$ cat src/rtl/lsu_pkg.sv
// Shared definitions for the load/store unit: RV32I width codes, FSM
// state encoding and the default data-memory depth.
package lsu_pkg;

   // Default number of 32-bit words behind the LSU
   localparam int LSU_MEM_WORDS = 21;

   // RV32I FUNCT3 width/sign codes (stores reuse the low three)
   localparam logic [2:0] F3_B  = 3'b000;  // LB / SB
   localparam logic [2:0] F3_H  = 3'b001;  // LH / SH
   localparam logic [2:0] F3_W  = 3'b010;  // LW / SW
   localparam logic [2:0] F3_BU = 3'b100;  // LBU
   localparam logic [2:0] F3_HU = 3'b101;  // LHU

   // IDLE is encoded as zero so a gated-off state output reads as IDLE
   typedef enum logic [1:0] {
      ST_IDLE = 2'd0,
      ST_RD   = 2'd1,
      ST_WR   = 2'd2,
      ST_RESP = 2'd3
   } lsu_state_e;

   // True when the width code is a legal load (we=0) or store (we=1)
   function automatic logic f3_legal(input logic we, input logic [2:0] f3);
      logic ok;
      if (we) begin
         ok = (f3 == F3_B) || (f3 == F3_H) || (f3 == F3_W);
      end else begin
         ok = (f3 == F3_B) || (f3 == F3_H) || (f3 == F3_W) ||
              (f3 == F3_BU) || (f3 == F3_HU);
      end
      return ok;
   endfunction

   // True when a legal access is not naturally aligned for its width
   function automatic logic f3_misaligned(input logic [2:0] f3, input logic [1:0] off);
      logic bad;
      bad = 1'b0;
      if (f3[1:0] == 2'b01) begin
         bad = off[0];
      end else if (f3[1:0] == 2'b10) begin
         bad = (off != 2'b00);
      end
      return bad;
   endfunction

endpackage

$ cat src/rtl/lsu_align.sv
// Combinational lane logic for the LSU: extracts and extends load data
// from a memory word, and merges store data into a memory word.
module lsu_align
   import lsu_pkg::*;
(
   input  logic [2:0]  funct3_i,
   input  logic [1:0]  off_i,
   input  logic [31:0] word_i,
   input  logic [31:0] wdata_i,
   output logic [31:0] load_o,
   output logic [31:0] store_o
);

   logic [7:0]  byte_sel;
   logic [15:0] half_sel;

   // Pick the addressed byte lane (little-endian) and halfword lane
   always_comb begin
      byte_sel = word_i[7:0];
      case (off_i)
         2'd0:    byte_sel = word_i[7:0];
         2'd1:    byte_sel = word_i[15:8];
         2'd2:    byte_sel = word_i[23:16];
         default: byte_sel = word_i[31:24];
      endcase
      half_sel = off_i[1] ? word_i[31:16] : word_i[15:0];
   end

   // Sign- or zero-extend the selected lane into a load result
   always_comb begin
      load_o = 32'h0;
      case (funct3_i)
         F3_B:    load_o = {{24{byte_sel[7]}}, byte_sel};
         F3_H:    load_o = {{16{half_sel[15]}}, half_sel};
         F3_W:    load_o = word_i;
         F3_BU:   load_o = {24'h0, byte_sel};
         F3_HU:   load_o = {16'h0, half_sel};
         default: load_o = 32'h0;
      endcase
   end

   // Replace only the addressed lanes of the word with right-aligned store data
   always_comb begin
      store_o = word_i;
      case (funct3_i)
         F3_B: begin
            case (off_i)
               2'd0:    store_o[7:0]   = wdata_i[7:0];
               2'd1:    store_o[15:8]  = wdata_i[7:0];
               2'd2:    store_o[23:16] = wdata_i[7:0];
               default: store_o[31:24] = wdata_i[7:0];
            endcase
         end
         F3_H: begin
            if (off_i[1]) begin
               store_o[31:16] = wdata_i[15:0];
            end else begin
               store_o[15:0] = wdata_i[15:0];
            end
         end
         F3_W:    store_o = wdata_i;
         default: store_o = word_i;
      endcase
   end

endmodule

$ cat src/rtl/lsu_core.sv
// Load/store unit core: accepts one access at a time, runs it against a
// combinational-read word memory, and returns a one-cycle DONE/ERR/RDATA.
// Sub-word stores are done as read-modify-write.
// Build option: define LSU_MISALIGN_TRAP_EN to fault misaligned halfword
// and word accesses; when undefined the low address bits are ignored for
// those widths.
//
// Handshake: a request is taken on the edge where REQ=1 and the unit is
// idle (BUSY=0, RST=0); BUSY stays high until and including the single
// DONE cycle, and REQ is ignored for that whole time.
module lsu_core
   import lsu_pkg::*;
#(
   parameter int MEM_WORDS = LSU_MEM_WORDS
) (
   input  logic        CLK,
   input  logic        RST,
   input  logic        REQ,
   input  logic        WE,
   input  logic [2:0]  FUNCT3,
   input  logic [31:0] ADDR,
   input  logic [31:0] WDATA,
   output logic [31:0] RDATA,
   output logic        DONE,
   output logic        BUSY,
   output logic        ERR,
   output logic        MEM_EN,
   output logic        MEM_RW,
   output logic [31:0] MEM_ADDR,
   output logic [31:0] MEM_DIN,
   input  logic [31:0] MEM_DOUT,
   output lsu_state_e  DBG_STATE
);

   localparam logic [31:0] MEM_WORDS_W = 32'(MEM_WORDS);

   lsu_state_e  state_q, state_d;
   logic        we_q;
   logic [2:0]  f3_q;
   logic [31:0] addr_q;
   logic [31:0] wdata_q;
   logic        err_q;
   logic [31:0] word_q;

   logic        accept;
   logic        out_of_range;
   logic        misalign;
   logic        fault_d;
   logic [31:0] load_word;
   logic [31:0] store_word;

   assign accept = (state_q == ST_IDLE) && REQ;

   // Decide at acceptance whether the incoming access must fault
   always_comb begin
      out_of_range = ({2'b00, ADDR[31:2]} >= MEM_WORDS_W);
`ifdef LSU_MISALIGN_TRAP_EN
      misalign = f3_misaligned(FUNCT3, ADDR[1:0]);
`else
      misalign = 1'b0;
`endif
      fault_d = !f3_legal(WE, FUNCT3) || out_of_range || misalign;
   end

   // State register; reset wins over everything, including a new request
   always_ff @(posedge CLK) begin
      if (RST) begin
         state_q <= ST_IDLE;
      end else begin
         state_q <= state_d;
      end
   end

   // Next-state logic: fault skips memory, sub-word stores read first
   always_comb begin
      state_d = state_q;
      case (state_q)
         ST_IDLE: begin
            if (REQ) begin
               if (fault_d) begin
                  state_d = ST_RESP;
               end else if (WE && (FUNCT3 == F3_W)) begin
                  state_d = ST_WR;
               end else begin
                  state_d = ST_RD;
               end
            end
         end
         ST_RD:   state_d = we_q ? ST_WR : ST_RESP;
         ST_WR:   state_d = ST_RESP;
         ST_RESP: state_d = ST_IDLE;
         default: state_d = ST_IDLE;
      endcase
   end

   // Request latches on acceptance, read word captured at the end of RD
   always_ff @(posedge CLK) begin
      if (RST) begin
         we_q    <= 1'b0;
         f3_q    <= 3'b000;
         addr_q  <= 32'h0;
         wdata_q <= 32'h0;
         err_q   <= 1'b0;
         word_q  <= 32'h0;
      end else begin
         if (accept) begin
            we_q    <= WE;
            f3_q    <= FUNCT3;
            addr_q  <= ADDR;
            wdata_q <= WDATA;
            err_q   <= fault_d;
         end
         if (state_q == ST_RD) begin
            word_q <= MEM_DOUT;
         end
      end
   end

   lsu_align u_align (
      .funct3_i (f3_q),
      .off_i    (addr_q[1:0]),
      .word_i   (word_q),
      .wdata_i  (wdata_q),
      .load_o   (load_word),
      .store_o  (store_word)
   );

   // Outputs decoded from state; RST forces every output low immediately
   always_comb begin
      MEM_EN    = 1'b0;
      MEM_RW    = 1'b0;
      MEM_ADDR  = 32'h0;
      MEM_DIN   = 32'h0;
      DONE      = 1'b0;
      BUSY      = 1'b0;
      ERR       = 1'b0;
      RDATA     = 32'h0;
      DBG_STATE = ST_IDLE;
      if (!RST) begin
         DBG_STATE = state_q;
         MEM_ADDR  = {addr_q[31:2], 2'b00};
         BUSY      = (state_q != ST_IDLE);
         case (state_q)
            ST_RD: begin
               MEM_EN = 1'b1;
            end
            ST_WR: begin
               MEM_EN  = 1'b1;
               MEM_RW  = 1'b1;
               MEM_DIN = store_word;
            end
            ST_RESP: begin
               DONE = 1'b1;
               ERR  = err_q;
               if (!we_q && !err_q) begin
                  RDATA = load_word;
               end
            end
            default: begin
               MEM_EN = 1'b0;
            end
         endcase
      end
   end

endmodule

$ cat config.mk
export PLATFORM = sky130hd
export DESIGN_NAME = lsu_core
export DESIGN_NICKNAME = d
export VERILOG_FILES = /design/src/rtl/lsu_pkg.sv /design/src/rtl/lsu_align.sv /design/src/rtl/lsu_core.sv
export SDC_FILE = /design/constraint.sdc
export NUM_CORES = 1
export LEC_CHECK = 0
export BUFFER_PORTS_ARGS = -buffer_cell sky130_fd_sc_hd__buf_2
export CAP_MARGIN = 40
export CORE_MARGIN = 3
export CORE_UTILIZATION = 54
export DETAILED_ROUTE_END_ITERATION = 6
export PLACE_DENSITY = 0.86
export RECOVER_POWER = 25
export SYNTH_ARGS = -nofsm -noshare
export SYNTH_HDL_FRONTEND = slang
export SYNTH_SLANG_ARGS = --single-unit
$ cat constraint.sdc
create_clock -name CLK -period 3.5 [get_ports CLK]
set_input_delay 0.875 -clock CLK [delete_from_list [all_inputs] [get_ports CLK]]
set_output_delay 0.875 -clock CLK [all_outputs]
set_load 0.05 [all_outputs]
==> results of run 1 <==
==> layer usage <==
layer	wire, um	vias up
met5	13	-
met4	580	2
met2	8350	329
li1	-	2926
met3	2140	47
met1	7370	2796
==> cell families (layout without fill, tap and decap cells) <==
family	after synthesis	count (layout)
AO/OA/AOI/OAI	206	206
other	1	2
AND/OR/NAND/NOR	319	319
flip-flops	103	103
buffers and inverters	74	252
adder cells (fa/ha/maj)	4	4
multiplexers	43	43
==> path summary, 6_finish.rpt <==
kind                            cells past startpoint  slack (ps)        from    endpoint
worst min-delay path                                2         450  addr_q[26]  addr_q[26]
worst max register to register                      6         820  state_q[0]  wdata_q[5]
worst min register to register                      2         450  addr_q[26]  addr_q[26]
worst max-delay path                                6         180   addr_q[1]   RDATA[10]
==> critical path, cell delays in order, from the launching register on <==
cell,delay [ps]
dfxtp_1,460
buf_4,250
inv_1,190
nor2_1,490
a22oi_1,180
a21oi_1,200
buf_2,290
==> cell usage after synthesis, types with 3 or more instances <==
master,n
nand2_1,190
nand2b_1,5
mux2i_1,40
nor2b_1,33
a221o_1,8
nor2_1,45
or3_1,7
o21ai_0,12
clkbuf_1,37
mux2_2,3
nor4_1,5
a21oi_1,125
dfxtp_1,103
buf_1,4
inv_1,12
nand3_1,10
a222oi_1,10
o211ai_1,8
buf_2,18
a22oi_1,8
and2_1,12
ha_1,4
a211o_1,14
o22ai_1,7
==> layout make-up <==
type                    instances  area share
repair buffers                223       0.171
multi-input cells             574       0.475
clock inverters                 5     0.00594
well taps                     133      0.0240
flip-flops and latches        103       0.297
inverters                      13     0.00703
clock buffers                  11      0.0204
==> power breakdown <==
| part | switching [mW] | total (mW) | internal [mW] | leakage (nW) |
|---|---|---|---|---|
| sequential | 0.281 | 1.67 | 1.38 | 0.844 |
| combinational | 1.05 | 1.63 | 0.576 | 2.00 |
| clock | 0.426 | 0.713 | 0.286 | 0.0918 |
==> layout by cell type, fill, tap and decap left out, types with 5 or more instances in the layout <==
cell        n
buf_2     202
nand2_1   190
a21oi_1   105
dfxtp_1   102
nor2_1     45
mux2i_1    40
nor2b_1    32
a21oi_2    20
buf_4      17
a211o_1    14
o21ai_0    12
inv_1      12
and2_1     11
a222oi_1   10
clkbuf_8   10
nand3_1     9
o211ai_1    8
a221o_1     8
a22oi_1     8
or3_1       7
o22ai_2     6
nor4_1      5
==> registers in the layout, indices dropped and copies added, names as in the netlist <==
signal / cells
word_q: 32
f3_q: 3
wdata_q: 32
addr_q: 32
state_q: 2
we_q: 1
err_q: 1
==> results.md, run 1 <==
* Post-CTS Hold Buffers at 0
* Layout cells sized above 1 at 0.299
* Diodes inserted at 0
* WL final at approximately 18000 um
* Placed Instances at about 1000
* Area occupied by registers at approximately 0.0021 sq mm
* Number of detailed-route iterations in the first pass at 7
* Failing checks: design-rule violations
* Die area at between 0.01 and 0.015 sq mm
* Post-synth top area share at 0.373
* FILL cells at around 880
* Tmin final at 3320 ps
* Static leakage at around 3 nW
* First-pass GRT wire length at approximately 28000 um
* Clk buf depth at 2
* RSZ-0062 raised after global routing: no
* Setup bufs post-CTS at 0
* Worst Path Required at 2620 ps
* Post-synth EDFFs at 0
* DP Worst Slack at approximately 230 ps
* Largest net degree at the start of global routing at 93
* Synth unique cells at 47
* Post-route ant nets at 0
* CP arrival at approximately 2500 ps
* Area contributors post-synth: dfxtp_1, nand2_1, a21oi_1, mux2i_1, nor2b_1
* Fin nets at 1031
* Post-synthesis mux area share at 0.0785
* Resized cells post-CTS at 0
* Cells after synthesis at 750
* Startpoint class of the critical path: flip-flop
* Synth Register Bits at between 100 and 150
* Top_reg_cell synth: dfxtp_1
* Avg Synthesized Cell Area at about 7.4 sq um
* Area grow syn2layout at 25.6%
* FFs w/ async S/R, synth at 0
* # setup viols final at 0
* IO Pins at 206
* # clock sinks at roughly 100
* P per Cell Area at ~580 mW/mm^2
* Total chip power at approximately 4.0 mW
* CTS root buf: clkbuf_8
* Initial core utilization at 0.561
* All-Layer GR Usage at 0.316
* Complex-gate fraction of the synthesized area at 0.229
* Post-route insts no fill at around 1100
* Fmax achieved at approximately 300 MHz
* GP Congestion at around 0.99
* Normalized max-slew margin at 0.297
* GRT overflow at 0
* XOR/XNOR share of the synthesized area at 0
* Fin crit share at 0.949
* Fin area at 0.00695 sq mm
* Final Hold Vio Count at 0
* Core Region at 0.00986 sq mm
* Clk_skew at between 7 and 8 ps
* Die span in x at between 100 and 150 um
* Area post-placement at roughly 0.0068 sq mm
* Post-synthesis sequential area ratio at 0.373
* Initial antenna violation count at 1
* # rows at 36
* Vias/cell at about 5.7
* Hold WS at 454 ps
* Worst vdd rail ir drop at just over 0.0004 V
* Post-Syn Area at around 0.0055 sq mm
* DR WL/cell at between 15 and 20 um
* GRT met1 Usage at 0.430
* HP Class: flip-flop to flip-flop
* Setup TNS at 0 ps
* Grt peak-use layer: met2
* Outcome: complete, but fails checks
* Vias in the first global route at 5380
* Clk_lat worst skew at roughly 380 ps
* Die height at around 110 um
* Cell taking the most area after synthesis: dfxtp_1
* Fin util at 0.704
* Worst Path Max Fanout at 12
* Initial DRC Count at around 600
* CTS tree: yes
* DR DRC count at 1
* WS Path Type: flip-flop to output pin
* Kind of end point of the critical path: output pin
* Grt met3 use at 0.0867
* Synth Area in Adders at 0.00905
* H-tree Lvls at 3
* Met2 Usage GRT at 0.479
* Final Worst Setup Slack at 178 ps
* Reg clk slew, reported paths at about 100 ps
* Synthesis Warnings at 0
* Synth Area in Simple Gates at 0.254
* Total CTS buffers at 9
* Largest family of logic cells by synthesized area: simple AND/OR/NAND/NOR gates
* Pins Over Slew Limit at 0
* Routed vias at between 6000 and 7000
* PortBufs at 203
* Worst Max-Slew Pin Slew at between 1000 and 1500 ps
* HPWL Detailed at 13600 um
* Max Cap Viol at 0
* Area occupied by multi-input gates at about 0.0033 sq mm
Note: power is estimated with default switching activity, not from simulation.
==> run 2, diff against run 1 <==
CORE_UTILIZATION = 55   (was 54)
CTS_BUF_LIST = sky130_fd_sc_hd__clkbuf_2 sky130_fd_sc_hd__clkbuf_4 sky130_fd_sc_hd__clkbuf_8   (was unset)
PLACE_DENSITY = 0.88   (was 0.86)
==> run 2 against run 1 <==
The run ends with max-capacitance violations, max-slew violations left. Wire length rose by 1.2%. Global-route usage up 0.24 points. Clock power up 11%. Core utilization rose by 3.2 points. Register-to-register slack got worse by 200 ps. Hold slack about the same. Total power grew 2.6%. Sequential cell count is the same. Sequential share of layout area fell by 0.19 points. Largest cell class unchanged.
==> results.md, run 2 (same netlist as run 1, synthesis figures left out) <==
* Psw at approximately 1.8 mW
* Clk_lat worst skew at 380 ps
* Kind of end point of the critical path: output pin
* Setup bufs post-CTS at 0
* Worst Path Required at 2620 ps
* Vias/cell at between 5 and 6
* DP Worst Slack at around 170 ps
* Final Hold Vio Count at 0
* All-Layer GR Usage at 0.319
* Sw Ratio at 0.433
* Post-route ant nets at 0
* Hold WS at between 400 and 500 ps
* # setup viols final at 0
* Die span in x at 106 um
* HP Class: flip-flop to flip-flop
* Number of detailed-route iterations in the first pass at 6
* Initial antenna violation count at 0
* First-pass GRT wire length at 28600 um
* Worst Path Max Fanout at 9
* GRT overflow at 0
* Clk buf depth at 2
* Pins Over Slew Limit at 60
* IO Pins at slightly above 200
* RSZ-0062 raised after global routing: no
* Internal power at 2.33 mW
* Normalized max-slew margin at -0.161
* Outcome: complete, but fails checks
* HPWL Detailed at ~14000 um
* Largest net degree at the start of global routing at between 60 and 70
* Fin nets at about 1000
* Die height at 106 um
* Static leakage at roughly 3.0 nW
* Area grow syn2layout at 26.5%
* Total chip power at 4.11 mW
* Reg clk slew, reported paths at 100 ps
* Worst Max-Slew Pin Slew at approximately 1700 ps
* Core Region at ~0.0095 sq mm
* Most frequent cells in the layout: buf_2, nand2_1, a21oi_1
* # rows at 35
* DR WL/cell at about 18 um
* Setup TNS at 0 ps
* Startpoint class of the critical path: input port
* CP arrival at between 2000 and 2500 ps
* # clock sinks at about 100
* WS Path Type: input port to output pin
* Diodes inserted at 0
* CTS tree: yes
* Initial core utilization at 0.582
* Clk_skew at 13.1 ps
* FILL cells at 789
* Max Cap Viol at 2
* Routed vias at 6240
* Failing checks: max-capacitance violations, max-slew violations
* Fin crit share at 0.940
* Top cell by count, worst path: buf_4
* GP Congestion at 0.969
* Vias in the first global route at between 5000 and 6000
* DR DRC count at 0
* Biggest cell delay along the critical path at about 330 ps
* Commonest non-fill, non-tap cell in the layout: buf_2
* Sequential Power Share at 0.405
* WL final at 18700 um
* Tmin final at around 3300 ps
* PortBufs at 203
* Initial DRC Count at 694
* Biggest regs: addr_q (32), wdata_q (32), word_q (32)
* Worst vdd rail ir drop at 0.000482 V
* Fmax achieved at 304 MHz
* P per Cell Area at 588 mW/mm^2
* Layout cells sized above 1 at 0.303
* CP cell instances: buf_4 > nand2b_2 > buf_4 > a2111oi_2 > buf_4 > nand2_1 > o211ai_1 > buf_2
* H-tree Lvls at 3
* CTS root buf: clkbuf_8
* Die area at around 0.011 sq mm
* Clk pwr share at 0.192
* Final Worst Setup Slack at about 210 ps
* Total CTS buffers at 9
* Comb pwr share at 0.403
* Slowest stage cell, crit path: a2111oi_2
run 2: cell types whose count changed in the layout (fill, tap and decap cells not counted), sizes merged:
cell / before / now
buf: 221 / 224
bufinv: 0 / 1
inv: 15 / 16
clkinvlp: 1 / 0
clkinv: 2 / 1
run 2: stage by stage:
step / util / cells / area (sq um)
finish: 0.736 / 1061 / 7000
CTS: 0.738 / 1061 / 7010
detailed placement: 0.716 / 1045 / 6810
floorplan: - / 751 / 5650
global route: 0.736 / 1061 / 7000
global placement: 0.711 / 1043 / 6760
run 2: worst paths after layout:
path,from,endpoint,slack [ps],cells past startpoint
worst max-delay path,RST,MEM_DIN[18],210,8
worst min-delay path,addr_q[16],addr_q[16],450,2
worst max register to register,state_q[1],word_q[7],620,5
worst min register to register,addr_q[16],addr_q[16],450,2
run 2: routing by layer:
metal | global-route usage | part of all wire | up-vias
met5 | 0 | 0 | -
met4 | 0.126 | 0.038 | 0
met3 | 0.0729 | 0.12 | 60
met2 | 0.480 | 0.44 | 424
met1 | 0.442 | 0.40 | 2821
li1 | - | - | 2935
run 2: power by group through the flow:
stage | Clock [mW] | Combinational (mW) | Sequential, mW
after floorplan | 0 | 1.28 | 1.53
after global placement | 0 | 1.59 | 1.66
after detailed placement | 0 | 1.64 | 1.67
after CTS | 0.793 | 1.64 | 1.64
after global routing | 0.839 | 1.80 | 1.68
final | 0.788 | 1.66 | 1.66
run 2: worst max-delay path, delay by kind of cell:
kind,cells,cell delay [ps]
AO/OA/AOI/OAI,2,420
buffers and inverters,4,820
AND/OR/NAND/NOR,2,310
run 2: layout make-up:
| class | instances | area, sq um | share of cell area |
|---|---|---|---|
| clock buffer | 11 | 139 | 0.0199 |
| clock inverter | 5 | 63.8 | 0.00912 |
| inverter | 13 | 48.8 | 0.00698 |
| multi-input combinational | 574 | 3300 | 0.471 |
| sequential | 103 | 2060 | 0.295 |
| tap | 129 | 161 | 0.0231 |
| timing repair buffer | 226 | 1220 | 0.175 |
run 2: repair_timing:
| item | 4_1_cts | 5_1_grt |
|---|---|---|
| pin swaps | 0 | 0 |
| setup endpoints to repair | 2 | 8 |
| hold buffers | 0 | 0 |
| resized for setup | 1 | 3 |
